--- src/rtl/ps2_host_tx.sv ---
// Host-to-device PS/2 transmitter: inhibits the bus, requests to send, then
// shifts one command byte plus odd parity out on the device's clock edges.
module ps2_host_tx #(
    parameter int INHIBIT_CYCLES = 5000,
    parameter int TIMEOUT_CYCLES = 750000,
    parameter int FILT_LEN       = 8
) (
    input  logic       clk,
    input  logic       reset,
    input  logic       start,
    input  logic [7:0] din,
    input  logic       ps2c_in,
    input  logic       ps2d_in,
    output logic       ps2c_oe,
    output logic       ps2d_oe,
    output logic       busy,
    output logic       done,
    output logic       err
);
    localparam logic [2:0] S_IDLE    = 3'd0;
    localparam logic [2:0] S_INHIBIT = 3'd1;
    localparam logic [2:0] S_RTS     = 3'd2;
    localparam logic [2:0] S_SHIFT   = 3'd3;
    localparam logic [2:0] S_ACK     = 3'd4;
    localparam logic [2:0] S_WAIT    = 3'd5;
    localparam logic [2:0] S_DONE    = 3'd6;

    // INHIBIT ends one cycle early so the RTS cycle completes the clock-low window
    localparam logic [19:0] INH_LAST = 20'(INHIBIT_CYCLES - 2);
    localparam logic [19:0] TO_LIMIT = 20'(TIMEOUT_CYCLES);

    logic                c_s1, c_s2, d_s1, d_s2;
    logic [FILT_LEN-1:0] c_hist;
    logic                filt, filt_q;
    logic                fall;

    always_ff @(posedge clk) begin
        if (reset) begin
            c_s1   <= 1'b1;
            c_s2   <= 1'b1;
            d_s1   <= 1'b1;
            d_s2   <= 1'b1;
            c_hist <= '1;
            filt   <= 1'b1;
            filt_q <= 1'b1;
        end else begin
            c_s1   <= ps2c_in;
            c_s2   <= c_s1;
            d_s1   <= ps2d_in;
            d_s2   <= d_s1;
            c_hist <= {c_hist[FILT_LEN-2:0], c_s2};
            if (&c_hist)
                filt <= 1'b1;
            else if (~|c_hist)
                filt <= 1'b0;
            filt_q <= filt;
        end
    end

    assign fall = filt_q & ~filt;

    logic [2:0]  state;
    logic [19:0] cnt;
    logic [3:0]  n;
    logic [8:0]  bits;

    always_ff @(posedge clk) begin
        if (reset) begin
            state   <= S_IDLE;
            cnt     <= '0;
            n       <= '0;
            bits    <= '0;
            ps2c_oe <= 1'b0;
            ps2d_oe <= 1'b0;
            busy    <= 1'b0;
            done    <= 1'b0;
            err     <= 1'b0;
        end else begin
            done <= 1'b0;
            case (state)
                S_IDLE: begin
                    if (start) begin
                        bits    <= {~^din, din};
                        busy    <= 1'b1;
                        err     <= 1'b0;
                        cnt     <= '0;
                        ps2c_oe <= 1'b1;
                        state   <= S_INHIBIT;
                    end
                end
                S_INHIBIT: begin
                    if (cnt == INH_LAST) begin
                        ps2d_oe <= 1'b1;
                        state   <= S_RTS;
                    end else begin
                        cnt <= cnt + 20'd1;
                    end
                end
                S_RTS: begin
                    ps2c_oe <= 1'b0;
                    ps2d_oe <= 1'b1;
                    cnt     <= '0;
                    n       <= '0;
                    state   <= S_SHIFT;
                end
                S_SHIFT, S_ACK, S_WAIT: begin
                    if (cnt == TO_LIMIT) begin
                        ps2c_oe <= 1'b0;
                        ps2d_oe <= 1'b0;
                        err     <= 1'b1;
                        state   <= S_DONE;
                    end else begin
                        cnt <= fall ? 20'd0 : cnt + 20'd1;
                        if (state == S_SHIFT && fall) begin
                            n <= n + 4'd1;
                            if (n == 4'd9) begin
                                ps2d_oe <= 1'b0;
                                state   <= S_ACK;
                            end else begin
                                ps2d_oe <= ~bits[0];
                                bits    <= {1'b0, bits[8:1]};
                            end
                        end else if (state == S_ACK && fall) begin
                            err   <= d_s2;
                            n     <= n + 4'd1;
                            state <= S_WAIT;
                        end else if (state == S_WAIT && filt && d_s2) begin
                            state <= S_DONE;
                        end
                    end
                end
                S_DONE: begin
                    done  <= 1'b1;
                    busy  <= 1'b0;
                    state <= S_IDLE;
                end
                default: state <= S_IDLE;
            endcase
        end
    end
endmodule

--- config.mk ---
export PLATFORM = sky130hd
export DESIGN_NAME = ps2_host_tx
export DESIGN_NICKNAME = d
export VERILOG_FILES = /design/src/rtl/ps2_host_tx.sv
export SDC_FILE = /design/constraint.sdc
export NUM_CORES = 1
export LEC_CHECK = 0
export ABC_AREA = 1
export BUFFER_PORTS_ARGS = -buffer_cell sky130_fd_sc_hd__buf_4
export CAP_MARGIN = 20
export CORE_ASPECT_RATIO = 0.75
export CORE_UTILIZATION = 30
export DETAILED_ROUTE_END_ITERATION = 6
export SLEW_MARGIN = 20
export SYNTH_ARGS = -nofsm -noshare
export SYNTH_HDL_FRONTEND = slang
export SYNTH_SLANG_ARGS = --single-unit
--- constraint.sdc ---
create_clock -name clk -period 2 [get_ports clk]
set_input_delay 0.2 -clock clk [delete_from_list [all_inputs] [get_ports clk]]
set_output_delay 0.2 -clock clk [all_outputs]
set_load 0.005 [all_outputs]
### Word-level counts from Yosys, hierarchy flattened

Cells that the tools add are included.

* add/subtract/negate cells: 2
* equality and inequality tests: 22
* muxes and demuxes: 37
* bitwise operators: 3
* reduce and logical (&&, ||, !) cells: 24

Operators with widths (count)
* $mux 20: 4
* $pmux 20 s4: 1
* $mux 9: 4
* $mux 3: 7
* $add 20x1->20 const B: 1
* $eq 20x13->1 const B: 1
* $eq 20x20->1 const B: 1
* $pmux 9 s2: 1
* $ne 2x2->1 const B: 7
* $mux 4: 3
* $ne 3x3->1 const B: 4
* $pmux 3 s4: 1
* $reduce_and 4->1: 3
* $mux 1: 11
* $eq 3x3->1 const B: 3
* $reduce_and 3->1: 3
* $pmux 4 s2: 1
* $reduce_and 8->1: 1
* $reduce_or 8->1: 1
* $reduce_xnor 8->1: 1
* $eq 3x2->1 const B: 2
* $pmux 1 s3: 2
* $reduce_bool 2->1: 3
* $reduce_bool 3->1: 2
* 15 further kinds: 20

* register bits: 55
* input bits: 13
* output and inout bits: 5

### Depth between registers and ports, before layout

Gate-level depths: netlist of the first run.

* depth in word-level cells: 8
* gate-level depth with buffers: 14
* gate-level depth less buffers: 13

### Worst setup path after synthesis of the first run

No wires, ideal clock.

* kind: register -> register
* start: register cnt[0]
* end: register cnt[6]
* library setup time: 0.128 ns
* arrival: 1.455 ns
* required time: 1.872 ns
* path slack: 0.418 ns
* cell stages (with the launch flop): 14
* path buffers: 1
* clock period less this slack: 1.582 ns
* path through: dfxtp_1 > inv_1 > ha_1 > nand2_1 > nor2_1 > nand2_1 > nor2_1 > nand3_2 > nand2_2 > nor2_4 > clkinv_2 > buf_6 > a21oi_1 > nor2_1

* word-level cells in the longest chain between the ends: 4

Ends and longest elaborated chain
* start, declared: line 63 `logic [19:0] cnt;`
* start signal, assigned: line 96 `cnt <= cnt + 20'd1;`
* start signal, assigned: line 113 `cnt <= fall ? 20'd0 : cnt + 20'd1;`
* $add 20x1->20: line 96, 113
* $mux 20: line 113
* $mux 20: line 107 `if (cnt == TO_LIMIT) begin`
* $pmux 20 s4: line 80 `case (state)`

Several ways; a longest one is shown, not always the timed one. The select of a mux whose other input is x is not followed.
A chain may end at the register's enable or synchronous reset.

### Worst setup path after layout of the first run

* start: register cnt[0]
* end: register cnt[3]

The elaborated chain is that of the path after synthesis.

==> results of run 1 <==
-- metal layers --
layer	wire [um]	global-route usage (%)	vias to the layer above
met5	0	0	-
met4	138	5.35	0
met3	770	3.61	13
met2	3480	24.2	134
met1	4460	26.1	1483
li1	-	-	1676
-- layout make-up --
class | count | share of cell area, %
inverters | 58 | 5.87
well taps | 136 | 4.54
clock buffers | 5 | 3.34
multi-input cells | 374 | 48.6
repair buffers | 37 | 7.41
flip-flops and latches | 55 | 29.4
clock inverters | 3 | 0.834
-- synthesized netlist by cell type --
cell type / n / share of area (%)
and2_1: 1 / 0.19
nand3_1: 46 / 7.1
buf_1: 1 / 0.12
dfxtp_1: 55 / 34
o21bai_1: 2 / 0.46
a31oi_1: 1 / 0.19
clkinv_2: 1 / 0.15
inv_1: 50 / 5.8
o211ai_1: 1 / 0.23
nor2_2: 2 / 0.39
ha_1: 5 / 1.9
o21ai_1: 6 / 0.93
xnor2_1: 5 / 1.4
nor3_1: 6 / 0.93
nand3b_1: 1 / 0.23
nor3_2: 3 / 0.93
o21ai_0: 28 / 4.3
a21oi_1: 36 / 5.6
nand3_2: 1 / 0.31
nor4_1: 1 / 0.19
nand4_1: 13 / 2.5
nand2_2: 5 / 0.97
buf_6: 3 / 1.0
nor2_1: 58 / 6.7
nor2_4: 1 / 0.35
clkbuf_1: 7 / 0.81
or2_2: 7 / 1.4
nand2_1: 133 / 15
nand2_4: 2 / 0.70
buf_2: 8 / 1.2
xor2_1: 8 / 2.2
o21a_1: 1 / 0.23
inv_2: 7 / 0.81
o221ai_1: 1 / 0.27
-- sequential cells by signal (all words and copies together) (netlist names) --
signal and cells:
cnt 20, bits 9, c_hist 8, n 4, state 3, busy 1
c_s1 1, c_s2 1, d_s1 1, d_s2 1, done 1, err 1
filt 1, filt_q 1, ps2c_oe 1, ps2d_oe 1
-- worst max-delay path, cell delays in order (launching register included) --
cell     delay (ns)
dfxtp_1        0.38
inv_1          0.09
ha_1           0.22
nand2_1        0.07
nor2_1         0.04
nand2_1        0.07
nor2_1         0.05
nand3_2        0.08
nand2_2        0.07
nor2_4         0.25
buf_4          0.23
o21ai_1        0.08
a21oi_1        0.13
-- power groups by stage --
| stage | sequential (mW) | combinational, mW | clock (mW) |
|---|---|---|---|
| global route | 1.45 | 2.13 | 1.01 |
| floorplan | 1.40 | 1.39 | 0 |
| CTS | 1.42 | 1.83 | 0.969 |
| detailed placement | 1.45 | 1.81 | 0 |
| finish | 1.42 | 1.88 | 0.950 |
| global placement | 1.43 | 1.79 | 0 |
-- cells in the final DEF, fill, tap and decap left out, types with 3 or more instances in the layout --
| master | Yosys | routed |
|---|---|---|
| a21oi_1 | 36 | 36 |
| buf_4 | 0 | 37 |
| clkbuf_16 | 0 | 5 |
| dfxtp_1 | 55 | 55 |
| ha_1 | 5 | 5 |
| inv_1 | 50 | 50 |
| inv_2 | 7 | 7 |
| nand2_1 | 133 | 133 |
| nand2_2 | 5 | 4 |
| nand2_4 | 2 | 3 |
| nand3_1 | 46 | 46 |
| nand4_1 | 13 | 13 |
| nor2_1 | 58 | 57 |
| nor3_1 | 6 | 6 |
| nor3_2 | 3 | 3 |
| o21ai_0 | 28 | 28 |
| o21ai_1 | 6 | 6 |
| or2_2 | 7 | 7 |
| xnor2_1 | 5 | 5 |
| xor2_1 | 8 | 8 |
-- logic make-up after synthesis --
kind of cell             after synthesis  synth area share (%)
AND/OR/NAND/NOR                      280                  38.3
buffers and inverters                 77                  9.98
AO/OA/AOI/OAI                         76                  12.2
XOR/XNOR                              13                  3.52
flip-flops                            55                  34.0
adder cells (fa/ha/maj)                5                  1.93
-- timing repair --
action,4_1_cts,5_1_grt
gates resized for setup,0,4
hold buffers,0,0
endpoints found under the setup margin,0,25
-- metrics by stage --
stage,cell area (um^2),cells
after global routing,3750,668
after CTS,3740,668
after floorplan,3240,506
final,3750,668
after detailed placement,3580,660
after global placement,3580,660
-- path summary, 6_finish.rpt --
path              startpoint      to  slack, ns  cells after the start
setup / recovery      cnt[0]  cnt[3]       0.16                     12
hold / removal       ps2c_in    c_s1       0.08                      2
hold reg to reg         c_s1    c_s2       0.41                      1
setup reg to reg      cnt[0]  cnt[3]       0.16                     12
==> results.sh, run 1 <==
export IMPL_fin_crit_ns=1.84
export IMPL_num_antenna_cells=0
export IMPL_rows=32
export IMPL_tns_ns=0
export IMPL_grt_pass1_wl_um=15200
export IMPL_final_nets=549
export IMPL_status="completed"
export IMPL_power_frac_comb_pct=44.2
export IMPL_regArea_um2=1100
export IMPL_die_h_um=91.9
export IMPL_p_per_area_nw_per_um2=1130
export IMPL_core_um2=10400
export IMPL_clk_pin_slew_ns=0.08
export IMPL_via_per_inst=4.95
export IMPL_yosys_register_bits=55
export IMPL_p_leak_nw=1.59
export IMPL_utilization_pct=36.2
export IMPL_finalMaxSlewViolations=0
export IMPL_postCtsSetupRepairBufs=0
export IMPL_relSlewSlack_pct=74.0
export IMPL_route_detailed_drc=0
export IMPL_fin_skew_ns=0.00537
export IMPL_place_ws_ns=0.0557
export IMPL_grt_ovfl_total=0
export IMPL_cp_start_kind="flop"
export IMPL_first_pass_iters=5
export IMPL_io_pins=18
export IMPL_synth_area_um2=3240
export IMPL_arrival_ns=2.08
export IMPL_p_int_mw=2.38
export IMPL_cp_max_fo=9
export IMPL_die_w_um=122
export IMPL_fin_crit_sh_pct=91.9
export IMPL_dp_hpwl_um=6630
export IMPL_cts_buffers_inserted=5
export IMPL_clkSinkCount=55
export IMPL_grt_pass1_vias=3024
export IMPL_seq_area_frac_synth_pct=34.0
export IMPL_hp_class="in2reg"
export IMPL_antenna_found_initial=0
export IMPL_fmax_mhz=544
export IMPL_power_total_mw=4.25
export IMPL_fillers=1118
export IMPL_switchingPower_mw=1.87
export IMPL_clkLatencyLatePin_ns=0.31
export IMPL_end_kind="flop"
export IMPL_root_buffer="clkbuf_16"
export IMPL_multiInputGateArea_um2=1820
export IMPL_drv_cap=0
export IMPL_areaGrowthSynthToFinish_pct=15.9
export IMPL_ctsHtreeMaxLevel=2
export IMPL_gp_congestion=0.950
export IMPL_clockPowerShare_pct=22.3
export IMPL_cp_required_ns=2.24
export IMPL_grt_max_degree=29
export IMPL_seqPwrFrac_pct=33.4
export IMPL_worstMarginPinSlew_ns=0.389
export IMPL_irDropWorstVdd_mv=0.518
export IMPL_rsz0062_at_grt="no"
export IMPL_initial_core_util_pct=31.2
export IMPL_synth_nets=524
export IMPL_drive_gt1_share_pct=14.1
export IMPL_switching_share_pct=44.0
export IMPL_hold_viol_final=0
export IMPL_routedWlPerCell_um=13.3
export IMPL_whs_ns=0.0761
export IMPL_crit_type="reg2reg"
export IMPL_dr_total_vias=3306
export IMPL_cts_buffer_depth=2
export IMPL_setup_ws_ns=0.161
export IMPL_first_iter_violations=344
export IMPL_yosys_cell_types_count=34
export IMPL_yosysWarnings=0
export IMPL_dieArea_um2=11200
export IMPL_syn_area_per_cell_um2=6.39
export IMPL_tritoncts="yes"
export IMPL_wl_um=8850
export IMPL_ant_nets=0
export IMPL_grt_total_usage_pct=17.4
export IMPL_setup_viol=0
export IMPL_port_buffers=17
export IMPL_syn_inst=506
Power figures use the tool's default switching activity.
==> run 2, diff against run 1 <==
--- a/config.mk
+++ b/config.mk
@@ -11,6 +11,7 @@
 export CORE_ASPECT_RATIO = 0.75
 export CORE_UTILIZATION = 30
 export DETAILED_ROUTE_END_ITERATION = 6
+export REMOVE_ABC_BUFFERS = 1
 export SLEW_MARGIN = 20
 export SYNTH_ARGS = -nofsm -noshare
 export SYNTH_HDL_FRONTEND = slang
==> results.sh, run 2 (same netlist as run 1, synthesis figures left out) <==
export IMPL_cts_resized=0
export IMPL_top_register="cnt"
export IMPL_min_to="c_s1"
export IMPL_cp_max_fo=18
export IMPL_end_kind="flop"
export IMPL_initial_core_util_pct=31.2
export IMPL_cts_buffers_inserted=5
export IMPL_grt_ovfl_total=0
export IMPL_first_pass_iters=5
export IMPL_status="completed"
export IMPL_drive_gt1_share_pct=14.4
export IMPL_antenna_found_initial=0
export IMPL_met1Wirelength_um=4420
export IMPL_largest_register_ffs=20
export IMPL_cp_slowest_cell="dfxtp_1"
export IMPL_clkSinkCount=55
export IMPL_port_buffers=17
export IMPL_crit_type="reg2reg"
export IMPL_fin_crit_sh_pct=92.5
export IMPL_relSlewSlack_pct=71.3
export IMPL_ctsHtreeMaxLevel=2
export IMPL_final_cell_mix="132 x nand2_1, 56 x nor2_1, 54 x dfxtp_1"
export IMPL_setup_ws_ns=0.150
export IMPL_cp_common_cell="nand2_1"
export IMPL_finalMaxSlewViolations=0
export IMPL_wl_met2_um=3510
export IMPL_dp_hpwl_um=6470
export IMPL_route_detailed_drc=0
export IMPL_via_per_inst=4.92
export IMPL_irDropWorstVdd_mv=0.498
export IMPL_hold_depth=2
export IMPL_setup_viol=0
export IMPL_cp_required_ns=2.24
export IMPL_multiInputGateArea_um2=1830
export IMPL_rows=32
export IMPL_p_leak_nw=1.58
export IMPL_clkLatencyLatePin_ns=0.31
export IMPL_hold_start="ps2c_in"
export IMPL_max_stage_delay_ns=0.46
export IMPL_grt_pass1_vias=3050
export IMPL_fin_skew_ns=0.00639
export IMPL_tritoncts="yes"
export IMPL_grt_max_degree=28
export IMPL_arrival_ns=2.09
export IMPL_highest_layer="met4"
export IMPL_gp_congestion=0.986
export IMPL_wl_met3_um=626
export IMPL_routedWlPerCell_um=13.0
export IMPL_power_total_mw=4.26
export IMPL_holdBufCountCts=0
export IMPL_wl_um=8650
export IMPL_worstReg2RegEnd="bits[4]"
export IMPL_r2r_start="cnt[12]"
export IMPL_crit_chain="nand2_1, inv_2, nand2_1, nor2_1, nand3_2, nand2_2, inv_1, nand2_4, o21ai_0, a21oi_1"
export IMPL_drv_cap=0
export IMPL_areaGrowthSynthToFinish_pct=15.7
export IMPL_ant_nets=0
export IMPL_cp_start_kind="flop"
export IMPL_place_ws_ns=0.115
export IMPL_dieArea_um2=11200
export IMPL_hold_viol_final=0
export IMPL_first_iter_violations=209
export IMPL_dr_total_vias=3273
export IMPL_core_um2=10400
export IMPL_clk_pin_slew_ns=0.08
export IMPL_crit_buf_inv=2
export IMPL_final_nets=546
export IMPL_rrSetupSlack_ns=0.15
export IMPL_worstMarginPinSlew_ns=0.429
export IMPL_fillers=1120
export IMPL_die_w_um=122
export IMPL_die_h_um=91.9
export IMPL_fin_crit_ns=1.85
export IMPL_grt_pass1_wl_um=14500
export IMPL_final_common_cell="nand2_1"
export IMPL_regArea_um2=1100
export IMPL_io_pins=18
export IMPL_num_antenna_cells=0
export IMPL_grt_total_usage_pct=16.6
export IMPL_root_buffer="clkbuf_16"
export IMPL_hp_class="in2reg"
export IMPL_cts_buffer_depth=2
export IMPL_worst_path_dominant_cell_family="simple AND/OR/NAND/NOR gates"
export IMPL_reg_top3="cnt x20, bits x9, c_hist x8"
export IMPL_fmax_mhz=540
export IMPL_postCtsSetupRepairBufs=0
export IMPL_p_per_area_nw_per_um2=1140
export IMPL_worst_r2r_path_depth=10
## run 2: cell types whose count changed in the layout (fill, tap and decap cells not counted), sizes merged
cell,previous run,this run
buf,37,34
inv,60,59
clkinv,1,2
## run 2: area by class of cell
type	instances	share of cell area [%]
multi-input cells	374	49.0
flip-flops and latches	55	29.4
repair buffers	34	6.92
inverters	58	5.88
well taps	136	4.54
clock buffers	5	3.34
clock inverters	3	0.902
## run 2: worst max-delay path by stage
| stage | startpoint | end | slack (ns) | cells past startpoint |
|---|---|---|---|---|
| floorplan | state[1] | cnt[1] | 0.006 | 9 |
| global placement | cnt[0] | cnt[1] | 0.15 | 12 |
| detailed placement | cnt[0] | cnt[1] | 0.11 | 12 |
| CTS | state[1] | cnt[1] | 0.08 | 9 |
| global route | cnt[0] | cnt[15] | -0.01 | 13 |
| finish | cnt[12] | bits[4] | 0.15 | 10 |
## run 2: where the power goes
| group | internal [mW] | total [mW] | leakage (nW) | switching, mW |
|---|---|---|---|---|
| clock | 0.483 | 0.947 | 0.0772 | 0.463 |
| sequential | 1.28 | 1.42 | 0.449 | 0.141 |
| combinational | 0.611 | 1.89 | 1.05 | 1.28 |
## run 2: metal layers
layer  track usage [%]  up-vias
met5                 0        -
met4              5.35        0
met3              3.92        9
met2              24.8      103
met1              23.3     1495
li1                  -     1666
## run 2: worst reg2reg max path: stages, from the launching register on
cell and delay [ns]:
dfxtp_1 0.46, nand2_1 0.18, inv_2 0.09, nand2_1 0.06, nor2_1 0.26, nand3_2 0.13
nand2_2 0.10, inv_1 0.08, nand2_4 0.17, o21ai_0 0.13, a21oi_1 0.15
## run 2: stage by stage
step	cells	util (%)	area (um^2)	hold slack, ns	TNS, ns
2_1_floorplan	487	-	3130	0.269	0
4_1_cts	665	35.8	3720	0.0692	0
5_1_grt	665	36.1	3740	0.0732	-0.0124
3_3_place_gp	657	34.3	3560	0.389	0
3_5_place_dp	657	34.3	3560	0.390	0
6_report	665	36.1	3740	0.0742	0
